<file path="config.mk">
export PLATFORM = sky130hd
export DESIGN_NAME = fu_occupancy_tracker
export DESIGN_NICKNAME = d
export VERILOG_FILES = /design/src/rtl/rs_fu_pkg.sv /design/src/rtl/fu_busy_slot.sv /design/src/rtl/fu_occupancy_tracker.sv
export SDC_FILE = /design/constraint.sdc
export NUM_CORES = 1
export LEC_CHECK = 0
export BUFFER_PORTS_ARGS = -buffer_cell sky130_fd_sc_hd__buf_4
export CAP_MARGIN = 20
export CORE_ASPECT_RATIO = 2
export CORE_MARGIN = 3
export CORE_UTILIZATION = 30
export DETAILED_ROUTE_END_ITERATION = 10
export SYNTH_ARGS = -nofsm -noshare
export SYNTH_HDL_FRONTEND = slang
export SYNTH_SLANG_ARGS = --single-unit
</file>
<file path="constraint.sdc">
create_clock -name clk -period 1.1 [get_ports clk]
set_input_delay 0.055 -clock clk [delete_from_list [all_inputs] [get_ports clk]]
set_output_delay 0.055 -clock clk [all_outputs]
set_load 0.02 [all_outputs]
</file>
<file path="src/rtl/rs_fu_pkg.sv">
// Shared types and helpers for the functional-unit occupancy tracker:
// per-FU state encoding, default latency bound and the latency clamp.
package rs_fu_pkg;

    localparam int DEFAULT_MAX_LAT = 8;

    typedef enum logic {
        FU_IDLE = 1'b0,
        FU_BUSY = 1'b1
    } fu_state_e;

    // A zero-latency op still occupies the FU for one cycle; longer ops saturate at max_lat.
    function automatic int unsigned clamp_lat(input int unsigned lat, input int unsigned max_lat);
        if (lat == 0) begin
            return 1;
        end
        if (lat > max_lat) begin
            return max_lat;
        end
        return lat;
    endfunction

endpackage

</file>
<file path="src/rtl/fu_busy_slot.sv">
// Busy/idle tracker for one functional unit: owner RS, remaining cycles, issue pulse.
// Optional FU_EARLY_RELEASE_EN lets the FU accept a new op in its completion cycle.
module fu_busy_slot
    import rs_fu_pkg::*;
#(
    parameter int RS_IDX_WIDTH = 2,
    parameter int LAT_WIDTH    = 4
) (
    input  logic                    clk,
    input  logic                    rst,
    input  logic                    i_flush,
    input  logic                    i_load,
    input  logic [RS_IDX_WIDTH-1:0] i_load_rs_idx,
    input  logic [LAT_WIDTH-1:0]    i_load_lat,
    output logic                    o_available,
    output logic                    o_issue_valid,
    output logic [RS_IDX_WIDTH-1:0] o_issue_rs_idx,
    output logic                    o_done,
    output logic [RS_IDX_WIDTH-1:0] o_done_rs_idx
);

    fu_state_e               r_state, w_state_nxt;
    logic [LAT_WIDTH-1:0]    r_cnt, w_cnt_nxt;
    logic [RS_IDX_WIDTH-1:0] r_owner, w_owner_nxt;
    logic                    r_issue_pend, w_issue_pend_nxt;
    logic                    w_last;

    assign w_last = (r_state == FU_BUSY) && (r_cnt == LAT_WIDTH'(1));

    assign o_done         = w_last && !i_flush;
    assign o_done_rs_idx  = r_owner;
    assign o_issue_valid  = r_issue_pend;
    assign o_issue_rs_idx = r_owner;

`ifdef FU_EARLY_RELEASE_EN
    assign o_available = (r_state == FU_IDLE) || (w_last && !i_flush);
`else
    assign o_available = (r_state == FU_IDLE);
`endif

    // NOTE: every next-state signal gets a default first, so no path through the block infers a latch.
    always_comb begin
        w_state_nxt      = r_state;
        w_cnt_nxt        = r_cnt;
        w_owner_nxt      = r_owner;
        w_issue_pend_nxt = 1'b0;
        if (i_flush) begin
            w_state_nxt = FU_IDLE;
            w_cnt_nxt   = '0;
        end else if (i_load) begin
            w_state_nxt      = FU_BUSY;
            w_cnt_nxt        = i_load_lat;
            w_owner_nxt      = i_load_rs_idx;
            w_issue_pend_nxt = 1'b1;
        end else if (r_state == FU_BUSY) begin
            w_cnt_nxt = r_cnt - LAT_WIDTH'(1);
            if (w_last) begin
                w_state_nxt = FU_IDLE;
            end
        end
    end

    // NOTE: state registers use non-blocking assignment so all slots update from the same pre-edge values.
    always_ff @(posedge clk or posedge rst) begin
        if (rst) begin
            r_state      <= FU_IDLE;
            r_cnt        <= '0;
            r_owner      <= '0;
            r_issue_pend <= 1'b0;
        end else begin
            r_state      <= w_state_nxt;
            r_cnt        <= w_cnt_nxt;
            r_owner      <= w_owner_nxt;
            r_issue_pend <= w_issue_pend_nxt;
        end
    end

endmodule

</file>
<file path="src/rtl/fu_occupancy_tracker.sv">
// Tracks functional-unit occupancy behind the RS scheduler: arbitrates dispatches,
// flags protocol conflicts (sticky), and reports availability, issue and completion.
module fu_occupancy_tracker
    import rs_fu_pkg::*;
#(
    parameter int NUM_OF_RS    = 4,
    parameter int NUM_OF_FU    = 2,
    parameter int MAX_LAT      = DEFAULT_MAX_LAT,
    parameter int FU_IDX_WIDTH = (NUM_OF_FU <= 1) ? 1 : $clog2(NUM_OF_FU),
    parameter int RS_IDX_WIDTH = (NUM_OF_RS <= 1) ? 1 : $clog2(NUM_OF_RS),
    parameter int LAT_WIDTH    = $clog2(MAX_LAT + 1)
) (
    input  logic                    clk,
    input  logic                    rst,
    input  logic [NUM_OF_RS-1:0]    rs_dispatch_en,
    input  logic [FU_IDX_WIDTH-1:0] rs_fu_assign    [NUM_OF_RS],
    input  logic [LAT_WIDTH-1:0]    rs_latency      [NUM_OF_RS],
    input  logic                    flush,
    output logic [NUM_OF_FU-1:0]    fu_available,
    output logic [NUM_OF_FU-1:0]    fu_issue_valid,
    output logic [RS_IDX_WIDTH-1:0] fu_issue_rs_idx [NUM_OF_FU],
    output logic [NUM_OF_FU-1:0]    fu_done,
    output logic [RS_IDX_WIDTH-1:0] fu_done_rs_idx  [NUM_OF_FU],
    output logic                    err_conflict
);

    logic [NUM_OF_FU-1:0]    w_req, w_multi, w_load;
    logic [RS_IDX_WIDTH-1:0] w_win_idx [NUM_OF_FU];
    logic [LAT_WIDTH-1:0]    w_win_lat [NUM_OF_FU];
    logic                    w_bad_assign, w_conflict;
    logic                    r_err_conflict;

    // Lowest-index RS claims each FU; later requesters for the same FU are recorded as conflicts.
    always_comb begin
        w_req        = '0;
        w_multi      = '0;
        w_bad_assign = 1'b0;
        for (int f = 0; f < NUM_OF_FU; f++) begin
            w_win_idx[f] = '0;
            w_win_lat[f] = '0;
        end
        for (int r = 0; r < NUM_OF_RS; r++) begin
            if (rs_dispatch_en[r]) begin
                if (int'(rs_fu_assign[r]) >= NUM_OF_FU) begin
                    w_bad_assign = 1'b1;
                end
                for (int f = 0; f < NUM_OF_FU; f++) begin
                    if (int'(rs_fu_assign[r]) == f) begin
                        if (w_req[f]) begin
                            w_multi[f] = 1'b1;
                        end else begin
                            w_req[f]     = 1'b1;
                            w_win_idx[f] = RS_IDX_WIDTH'(r);
                            w_win_lat[f] = LAT_WIDTH'(clamp_lat(int'(rs_latency[r]), MAX_LAT));
                        end
                    end
                end
            end
        end
    end

    assign w_conflict   = w_bad_assign || (|w_multi) || (|(w_req & ~fu_available));
    assign w_load       = w_req & fu_available & {NUM_OF_FU{~flush}};
    assign err_conflict = r_err_conflict;

    always_ff @(posedge clk or posedge rst) begin
        if (rst) begin
            r_err_conflict <= 1'b0;
        end else if (w_conflict) begin
            r_err_conflict <= 1'b1;
        end
    end

    for (genvar g = 0; g < NUM_OF_FU; g++) begin : g_slot
        fu_busy_slot #(
            .RS_IDX_WIDTH (RS_IDX_WIDTH),
            .LAT_WIDTH    (LAT_WIDTH)
        ) u_slot (
            .clk            (clk),
            .rst            (rst),
            .i_flush        (flush),
            .i_load         (w_load[g]),
            .i_load_rs_idx  (w_win_idx[g]),
            .i_load_lat     (w_win_lat[g]),
            .o_available    (fu_available[g]),
            .o_issue_valid  (fu_issue_valid[g]),
            .o_issue_rs_idx (fu_issue_rs_idx[g]),
            .o_done         (fu_done[g]),
            .o_done_rs_idx  (fu_done_rs_idx[g])
        );
    end

endmodule

</file>
==> report_table.html, run 1 <==
<table>
<tr><th>Metric</th><th>Value</th></tr>
<tr><th colspan="2">Outcome</th></tr>
<tr><td>Outcome</td><td>finished, violations left</td></tr>
<tr><td>Violations in the final reports</td><td>setup timing</td></tr>
<tr><th colspan="2">Yosys</th></tr>
<tr><td>Proportion of netlist area held by the largest area contributor</td><td>0.292</td></tr>
<tr><td>Top area cells in the synthesized netlist</td><td>dfrtp_1 (29%), buf_4 (5.7%), nor2_1 (4.6%)</td></tr>
<tr><td>Cell taking the most area after synthesis</td><td>dfrtp_1</td></tr>
<tr><td>Synth top cells by count</td><td>nor2_1 (18), dfrtp_1 (17), nand2_1 (16)</td></tr>
<tr><td>Flip-flop and latch count after synthesis</td><td>17</td></tr>
<tr><td>Portion of the post-synthesis area used by sequential elements</td><td>0.292</td></tr>
<tr><td>Post-Synthesis Mean Instance Area</td><td>between 8 and 9 µm²</td></tr>
<tr><td>Number of distinct library cells after synthesis</td><td>52</td></tr>
<tr><td>Post-synthesis instance area</td><td>~0.0015 mm²</td></tr>
<tr><td>Number of warning messages in the yosys log</td><td>0</td></tr>
<tr><td>Net Count, Synth</td><td>~210</td></tr>
<tr><td>Commonest register cell after synthesis</td><td>dfrtp_1</td></tr>
<tr><td>Most common cell in the synthesized netlist</td><td>nor2_1</td></tr>
<tr><td>Synthesized netlist cell count</td><td>182</td></tr>
<tr><td>EDFF count, synth</td><td>0</td></tr>
<tr><td>Async S/R FF share, synth</td><td>1.00</td></tr>
<tr><th colspan="2">STA</th></tr>
<tr><td>Minimum hold slack</td><td>between 90 and 100 ps</td></tr>
<tr><td>Highest Clock Rate</td><td>~710 MHz</td></tr>
<tr><td>Clock skew</td><td>about 2.9 ps</td></tr>
<tr><td>RSZ-0062 raised after global routing</td><td>yes</td></tr>
<tr><td>Worst slew margin relative to its limit</td><td>0.738</td></tr>
<tr><td>Final hold viol count</td><td>0</td></tr>
<tr><td>Transition at the pin with the smallest max-transition slack</td><td>391 ps</td></tr>
<tr><td>Number of max-slew violations in the final report</td><td>0</td></tr>
<tr><td>Period Utilization, post-route</td><td>1.27</td></tr>
<tr><td>Min setup slack post-route</td><td>-301 ps</td></tr>
<tr><td>Setup TNS</td><td>-1360 ps</td></tr>
<tr><td>Post-layout minimum cycle time</td><td>1400 ps</td></tr>
<tr><td>Number of setup violations in the final report</td><td>12</td></tr>
<tr><th colspan="2">Hold path</th></tr>
<tr><td>Path category of the worst min-delay check</td><td>in2reg</td></tr>
<tr><td>Hold Path Origin</td><td>flush</td></tr>
<tr><th colspan="2">Placement</th></tr>
<tr><td>Count of port buffers added during placement</td><td>41</td></tr>
<tr><td>Cell Area, Placed</td><td>between 0.002 and 0.0025 mm²</td></tr>
<tr><td>Half-perimeter wire length of the detailed placement result</td><td>4.18 mm</td></tr>
<tr><td>Global placement routability congestion</td><td>0.930</td></tr>
<tr><td>Setup slack at placement</td><td>-227 ps</td></tr>
<tr><th colspan="2">Detailed routing</th></tr>
<tr><td>Via density per instance</td><td>~5.4</td></tr>
<tr><td>First-pass iteration count of the detailed router</td><td>6</td></tr>
<tr><td>Routed wire length</td><td>5.52 mm</td></tr>
<tr><td>Number of DRC markers after the initial detailed-route iteration</td><td>a little over 40</td></tr>
<tr><td>Number of vias after detailed routing</td><td>between 1500 and 2000</td></tr>
<tr><td>Antenna-violating nets left</td><td>0</td></tr>
<tr><td>Post-route DRC violation count</td><td>0</td></tr>
<tr><td>WL per Instance</td><td>between 15 and 20 µm</td></tr>
<tr><th colspan="2">Cells and area</th></tr>
<tr><td>Antenna diode instance count</td><td>0</td></tr>
<tr><td>Area of the multi-input gates</td><td>roughly 0.0012 mm²</td></tr>
<tr><td>Final std cell area, no fill</td><td>0.00261 mm²</td></tr>
<tr><td>Fillers</td><td>~450</td></tr>
<tr><td>Fraction of final layout cells with drive strength greater than 1</td><td>0.587</td></tr>
<tr><td>Post-layout nets</td><td>303</td></tr>
<tr><td>Synthesis-to-finish area growth</td><td>79.0%</td></tr>
<tr><td>Storage element area</td><td>428 µm²</td></tr>
<tr><th colspan="2">Global routing</th></tr>
<tr><td>Number of global-route vias before repair</td><td>~1800</td></tr>
<tr><td>Overall global routing resource usage</td><td>0.189</td></tr>
<tr><td>Sum of overflow across all layers after global routing</td><td>0</td></tr>
<tr><td>First-pass GRT wire length</td><td>8.65 mm</td></tr>
<tr><td>Pin count of the biggest net entering global routing</td><td>18</td></tr>
<tr><td>Antenna violations before repair</td><td>0</td></tr>
<tr><th colspan="2">Clock tree</th></tr>
<tr><td>Clock latency at the later pin of the worst-skew pair</td><td>around 260 ps</td></tr>
<tr><td># clock sinks</td><td>17</td></tr>
<tr><td>Clk Tree Root Cell</td><td>clkbuf_8</td></tr>
<tr><td>Level count of the clock H-tree</td><td>1</td></tr>
<tr><td>CTS clock-pin slew for the worst setup and hold paths</td><td>around 70 ps</td></tr>
<tr><td>TritonCTS clock tree</td><td>yes</td></tr>
<tr><td>Maximum clock path buffer count</td><td>2</td></tr>
<tr><td>CTS buffer count</td><td>3</td></tr>
<tr><th colspan="2">Die</th></tr>
<tr><td>Die extent in y</td><td>between 100 and 150 µm</td></tr>
<tr><td>Width of the die</td><td>about 55 µm</td></tr>
<tr><td>Starting density of the core</td><td>0.314</td></tr>
<tr><td>I/O pin count</td><td>42</td></tr>
<tr><td>Placeable core region</td><td>about 0.0046 mm²</td></tr>
<tr><td>Area of the die</td><td>a little under 0.006 mm²</td></tr>
<tr><td>Standard-cell row count</td><td>35</td></tr>
<tr><th colspan="2">Worst setup path</th></tr>
<tr><td>Worst reg2reg path startpoint</td><td>g_slot[1].u_slot.r_cnt[2]</td></tr>
<tr><td>Worst endpoint required time</td><td>roughly 1000 ps</td></tr>
<tr><td>Crit path from</td><td>g_slot[0].u_slot.r_cnt[1]</td></tr>
<tr><td>Crit start category</td><td>flop</td></tr>
<tr><td>Endpoint class of the critical path</td><td>output pin</td></tr>
<tr><td>Crit Path Max Fanout</td><td>2</td></tr>
<tr><td>Critical path class</td><td>reg2out</td></tr>
<tr><td>Arrival time at the worst endpoint</td><td>1350 ps</td></tr>
<tr><th colspan="2">Flow run</th></tr>
<tr><td>Max-capacitance violation count</td><td>0</td></tr>
<tr><th colspan="2">Power</th></tr>
<tr><td>Worst IR drop on VDD</td><td>approximately 760 µV</td></tr>
<tr><td>Power after layout</td><td>2830 µW</td></tr>
<tr><td>Leakage dissipation</td><td>0.00115 µW</td></tr>
<tr><td>Power per unit of standard cell area</td><td>~1100 mW/mm²</td></tr>
</table>
[placed cells by master (no fill, tap or decap), types with 5 or more instances in the layout]
| cell | instances |
|---|---|
| buf_6 | 15 |
| nor2_1 | 13 |
| inv_2 | 6 |
| buf_4 | 83 |
| nand3_1 | 5 |
| a21oi_1 | 8 |
| nand2_1 | 13 |
| o21ai_0 | 7 |
| dfrtp_1 | 15 |
[worst max-delay path, cell delays in order, from the launching register on]
cell and delay (ps):
dfrtp_1 390, inv_2 80, ha_4 110, nor4b_4 210
nor2b_4 190, buf_6 120
[stage by stage]
stage,util,cells
2_1_floorplan,-,182
3_3_place_gp,0.455,305
3_5_place_dp,0.455,305
4_1_cts,0.532,322
5_1_grt,0.561,326
6_report,0.561,326
[worst paths after layout]
path / end / slack (ps) / cells past startpoint
setup reg to reg: g_slot[1].u_slot.r_cnt[3] / -150 / 6
hold reg to reg: err_conflict / 520 / 2
min in group asynchronous: g_slot[1].u_slot.o_issue_valid / 370 / 4
hold / removal: g_slot[1].u_slot.r_cnt[2] / 90 / 2
max in group asynchronous: g_slot[0].u_slot.r_cnt[2] / 500 / 4
setup / recovery: fu_done[0] / -300 / 5
[where the power goes]
group | switching, µW | total (µW) | internal [µW] | leakage (µW)
clock | 239 | 496 | 258 | 0.0000228
combinational | 721 | 1520 | 799 | 0.000924
sequential | 94.4 | 811 | 717 | 0.000208
[state kept, by name, summed over array words and instances, names as in the netlist]
signal                       flops
g_slot.u_slot.r_cnt              8
g_slot.u_slot.r_state            2
g_slot.u_slot.o_issue_valid      2
g_slot.u_slot.o_done_rs_idx      4
err_conflict                     1
[cell families after synthesis]
kind of cell             after synthesis  synth area share
AND/OR/NAND/NOR                       73             0.271
AO/OA/AOI/OAI                         54             0.257
buffers and inverters                 27            0.0997
flip-flops                            17             0.292
adder cells (fa/ha/maj)                5            0.0412
XOR/XNOR                               4            0.0241
multiplexers                           2            0.0146
[cell type report]
| class | instances | share of cell area |
|---|---|---|
| multi-input combinational | 138 | 0.445 |
| timing repair buffer | 102 | 0.332 |
| sequential | 17 | 0.164 |
| tap | 55 | 0.0264 |
| clock buffer | 4 | 0.0173 |
| inverter | 10 | 0.0154 |
[per-layer routing]
layer  GRT usage  vias to the layer above  part of all wire
met5           0                        -                 0
met4      0.0991                        0             0.048
met3      0.0247                       27             0.038
met2       0.390                       67              0.61
met1       0.164                      832              0.31
li1            -                      848                 -
[repair_timing]
item,CTS,global route
pin swaps,20,18
gates cloned,1,0
endpoints found under the hold margin,17,0
setup buffers,11,7
setup endpoints to repair,16,19
resized for setup,51,26
hold buffers,1,0
(Power assumes the default switching activity.)
==> run 2: changes to the inputs <==
- CORE_MARGIN: 3 -> 4
- SETUP_SLACK_MARGIN: not set -> 0.5
==> report_table.html, run 2 (synthesized netlist as in run 1, its figures left out) <==
<table>
<tr><th>Metric</th><th>Value</th></tr>
<tr><th colspan="2">Outcome</th></tr>
<tr><td>Outcome</td><td>finished, violations left (unchanged)</td></tr>
<tr><td>Violations in the final reports</td><td>hold timing, setup timing (was setup timing)</td></tr>
<tr><th colspan="2">Clock tree</th></tr>
<tr><td>CTS clock-pin slew for the worst setup and hold paths</td><td>70 ps (about the same)</td></tr>
<tr><td>CTS buffer count</td><td>3 (unchanged)</td></tr>
<tr><td>Clock latency at the later pin of the worst-skew pair</td><td>250 ps (was 260 ps)</td></tr>
<tr><td>Clk Tree Root Cell</td><td>clkbuf_8 (unchanged)</td></tr>
<tr><td>Maximum clock path buffer count</td><td>2 (unchanged)</td></tr>
<tr><td>Level count of the clock H-tree</td><td>1 (unchanged)</td></tr>
<tr><td># clock sinks</td><td>17 (unchanged)</td></tr>
<tr><td>TritonCTS clock tree</td><td>yes (unchanged)</td></tr>
<tr><th colspan="2">Detailed routing</th></tr>
<tr><td>Top routing layer in use</td><td>met4 (unchanged)</td></tr>
<tr><td>Metal3 WL</td><td>209 µm (was 208 µm)</td></tr>
<tr><td>Post-route DRC violation count</td><td>0 (unchanged)</td></tr>
<tr><td>Number of vias after detailed routing</td><td>1808 (was 1774)</td></tr>
<tr><td>Via density per instance</td><td>5.50 (was 5.44)</td></tr>
<tr><td>Post-route met1 wirelength</td><td>1.75 mm (was 1.70 mm)</td></tr>
<tr><td>Number of DRC markers after the initial detailed-route iteration</td><td>52 (was 41)</td></tr>
<tr><td>First-pass iteration count of the detailed router</td><td>4 (was 6)</td></tr>
<tr><td>Wire length on met2</td><td>3.47 mm (was 3.34 mm)</td></tr>
<tr><td>Routed wire length</td><td>5.67 mm (was 5.52 mm)</td></tr>
<tr><td>WL per Instance</td><td>17.2 µm (was 16.9 µm)</td></tr>
<tr><td>Antenna-violating nets left</td><td>0 (unchanged)</td></tr>
<tr><th colspan="2">Worst setup path</th></tr>
<tr><td>Arrival time at the worst endpoint</td><td>1340 ps (was 1350 ps)</td></tr>
<tr><td>Crit start category</td><td>flop (unchanged)</td></tr>
<tr><td>Setup slack of the worst register-to-register path</td><td>-230 ps (was -150 ps)</td></tr>
<tr><td>Critical path class</td><td>reg2out (unchanged)</td></tr>
<tr><td>Worst reg2reg path startpoint</td><td>g_slot[0].u_slot.r_cnt[0] (was g_slot[1].u_slot.r_cnt[2])</td></tr>
<tr><td>Series of cell instances along the critical path</td><td>inv_2 &gt; ha_4 &gt; nor4b_4 &gt; nor2b_1 &gt; buf_4 (was inv_2 &gt; ha_4 &gt; nor4b_4 &gt; nor2b_4 &gt; buf_6)</td></tr>
<tr><td>Slowest library cell on the worst path</td><td>dfrtp_1 (unchanged)</td></tr>
<tr><td>Worst endpoint required time</td><td>1040 ps (about the same)</td></tr>
<tr><td>Endpoint class of the critical path</td><td>output pin (unchanged)</td></tr>
<tr><td>Capture point of the worst reg-to-reg path</td><td>g_slot[0].u_slot.r_cnt[2] (was g_slot[1].u_slot.r_cnt[3])</td></tr>
<tr><td>Crit Path Max Fanout</td><td>2 (unchanged)</td></tr>
<tr><td>Max stage delay on crit path</td><td>390 ps (about the same)</td></tr>
<tr><td>Worst Reg-to-Reg Cells</td><td>6 (unchanged)</td></tr>
<tr><th colspan="2">Global routing</th></tr>
<tr><td>First-pass GRT wire length</td><td>8.87 mm (was 8.65 mm)</td></tr>
<tr><td>Antenna violations before repair</td><td>0 (unchanged)</td></tr>
<tr><td>Number of global-route vias before repair</td><td>1887 (was 1825)</td></tr>
<tr><td>Overall global routing resource usage</td><td>0.187 (was 0.189)</td></tr>
<tr><td>Sum of overflow across all layers after global routing</td><td>0 (unchanged)</td></tr>
<tr><td>Pin count of the biggest net entering global routing</td><td>18 (unchanged)</td></tr>
<tr><th colspan="2">Cells and area</th></tr>
<tr><td>Synthesis-to-finish area growth</td><td>85.1% (was 79.0%)</td></tr>
<tr><td>Most frequent cells in the layout</td><td>buf_4 (74), buf_6 (28), dfrtp_1 (12) (was buf_4 (83), dfrtp_1 (15), buf_6 (15))</td></tr>
<tr><td>Final standard cell count with taps included and fillers excluded</td><td>329 (was 326)</td></tr>
<tr><td>Post-layout nets</td><td>306 (was 303)</td></tr>
<tr><td>Register with the most flip-flops</td><td>g_slot.u_slot.r_cnt (unchanged)</td></tr>
<tr><td>Final std cell area, no fill</td><td>0.00270 mm² (was 0.00261 mm²)</td></tr>
<tr><td>Antenna diode instance count</td><td>0 (unchanged)</td></tr>
<tr><td>Largest register FFs</td><td>8 (unchanged)</td></tr>
<tr><td>Fraction of final layout cells with drive strength greater than 1</td><td>0.620 (was 0.587)</td></tr>
<tr><td>Most frequent standard cell in the layout excluding fill and tap cells</td><td>buf_4 (unchanged)</td></tr>
<tr><td>Core occupancy in the finished layout</td><td>0.581 (was 0.561)</td></tr>
<tr><th colspan="2">Placement</th></tr>
<tr><td>Half-perimeter wire length of the detailed placement result</td><td>4.34 mm (was 4.18 mm)</td></tr>
<tr><td>Count of port buffers added during placement</td><td>41 (unchanged)</td></tr>
<tr><td>Placed Cells</td><td>303 (was 305)</td></tr>
<tr><td>Cell Area, Placed</td><td>0.00216 mm² (was 0.00211 mm²)</td></tr>
<tr><td>Global placement routability congestion</td><td>0.907 (was 0.930)</td></tr>
<tr><th colspan="2">STA</th></tr>
<tr><td>Worst slew margin relative to its limit</td><td>0.737 (was 0.738)</td></tr>
<tr><td>Transition at the pin with the smallest max-transition slack</td><td>393 ps (was 391 ps)</td></tr>
<tr><td>Final hold viol count</td><td>17 (was 0)</td></tr>
<tr><td>Period Utilization, post-route</td><td>1.26 (was 1.27)</td></tr>
<tr><td>Post-layout minimum cycle time</td><td>1390 ps (was 1400 ps)</td></tr>
<tr><td>RSZ-0062 raised after global routing</td><td>yes (unchanged)</td></tr>
<tr><td>Clock skew</td><td>1.08 ps (was 2.87 ps)</td></tr>
<tr><td>Highest Clock Rate</td><td>719 MHz (was 714 MHz)</td></tr>
<tr><td>Number of setup violations in the final report</td><td>11 (was 12)</td></tr>
<tr><td>Min setup slack post-route</td><td>-291 ps (was -301 ps)</td></tr>
<tr><td>Minimum hold slack</td><td>-177 ps (was 93.2 ps)</td></tr>
<tr><td>Number of max-slew violations in the final report</td><td>0 (unchanged)</td></tr>
<tr><th colspan="2">Power</th></tr>
<tr><td>Power after layout</td><td>2910 µW (was 2830 µW)</td></tr>
<tr><td>Power per unit of standard cell area</td><td>1080 mW/mm² (about the same)</td></tr>
<tr><td>Worst IR drop on VDD</td><td>753 µV (was 761 µV)</td></tr>
<tr><td>Leakage dissipation</td><td>0.00119 µW (was 0.00115 µW)</td></tr>
<tr><th colspan="2">Die</th></tr>
<tr><td>I/O pin count</td><td>42 (unchanged)</td></tr>
<tr><td>Starting density of the core</td><td>0.314 (unchanged)</td></tr>
<tr><td>Width of the die</td><td>57.3 µm (was 55.3 µm)</td></tr>
<tr><td>Area of the die</td><td>0.00610 mm² (was 0.00578 mm²)</td></tr>
<tr><td>Standard-cell row count</td><td>35 (unchanged)</td></tr>
<tr><td>Die extent in y</td><td>107 µm (was 105 µm)</td></tr>
<tr><td>Placeable core region</td><td>0.00464 mm² (unchanged)</td></tr>
<tr><th colspan="2">Flow run</th></tr>
<tr><td>Max-capacitance violation count</td><td>0 (unchanged)</td></tr>
<tr><th colspan="2">Hold path</th></tr>
<tr><td>Path category of the worst min-delay check</td><td>in2async (was in2reg)</td></tr>
</table>
## run 2: cell count changes in the layout (fill, tap and decap cells not counted), moves of 2 or more
| cell | previous run | this run |
|---|---|---|
| nand2_1 | 13 | 11 |
| dfrtp_2 | 2 | 5 |
| a21oi_1 | 8 | 6 |
| dfrtp_1 | 15 | 12 |
| buf_6 | 15 | 28 |
| a21oi_2 | 2 | 4 |
| buf_4 | 83 | 74 |
| nor2_2 | 2 | 4 |
| nor2_1 | 13 | 10 |
| inv_2 | 6 | 4 |
## run 2: cell type report
| class | instances | area, µm² |
|---|---|---|
| well taps | 55 | 68.8 |
| multi-input cells | 138 | 1170 |
| clock buffers | 4 | 45.0 |
| flip-flops and latches | 17 | 432 |
| inverters | 10 | 52.6 |
| repair buffers | 105 | 926 |
| fillers | 447 | 1950 |
## run 2: layer usage
layer | GRT usage | vias up
met3 | 0.0194 | 21
met4 | 0.0978 | 0
met1 | 0.172 | 871
met5 | 0 | -
met2 | 0.376 | 67
li1 | - | 849
## run 2: worst max-delay path by stage
stage / start / to / slack [ps]
2_1_floorplan: g_slot[1].u_slot.r_cnt[2] / g_slot[1].u_slot.r_cnt[2] / -30
3_3_place_gp: rs_fu_assign[1] / g_slot[0].u_slot.r_cnt[1] / -240
3_5_place_dp: rs_fu_assign[1] / g_slot[0].u_slot.r_cnt[1] / -260
4_1_cts: g_slot[0].u_slot.r_cnt[1] / fu_done[0] / -310
5_1_grt: g_slot[0].u_slot.r_cnt[1] / fu_done[0] / -400
6_report: g_slot[0].u_slot.r_cnt[1] / fu_done[0] / -290
## run 2: metrics by stage
step	worst slack, ps	setup TNS (ps)
3_5_place_dp	-260	-1790
3_3_place_gp	-237	-1620
2_1_floorplan	-31.7	-114
6_report	-291	-1820
4_1_cts	-313	-1700
5_1_grt	-398	-2650
## run 2: worst max-delay path: cells and delay by family, from the launching register on
kind	cells	cell delay [ps]
flip-flops	1	390
AND/OR/NAND/NOR	2	360
buffers and inverters	2	220
adder cells (fa/ha/maj)	1	110
## run 2: power breakdown
group          switching [µW]  internal (µW)  total, µW
clock network             211            257        468
logic                     749            865       1610
registers                 108            723        831
## run 2: timing repair
action | CTS | global route
setup buffers | 15 | 7
resized for setup | 56 | 21
gates cloned | 0 | 0
setup endpoints to repair | 32 | 32
pin swaps | 14 | 13
endpoints found under the hold margin | 17 | 17
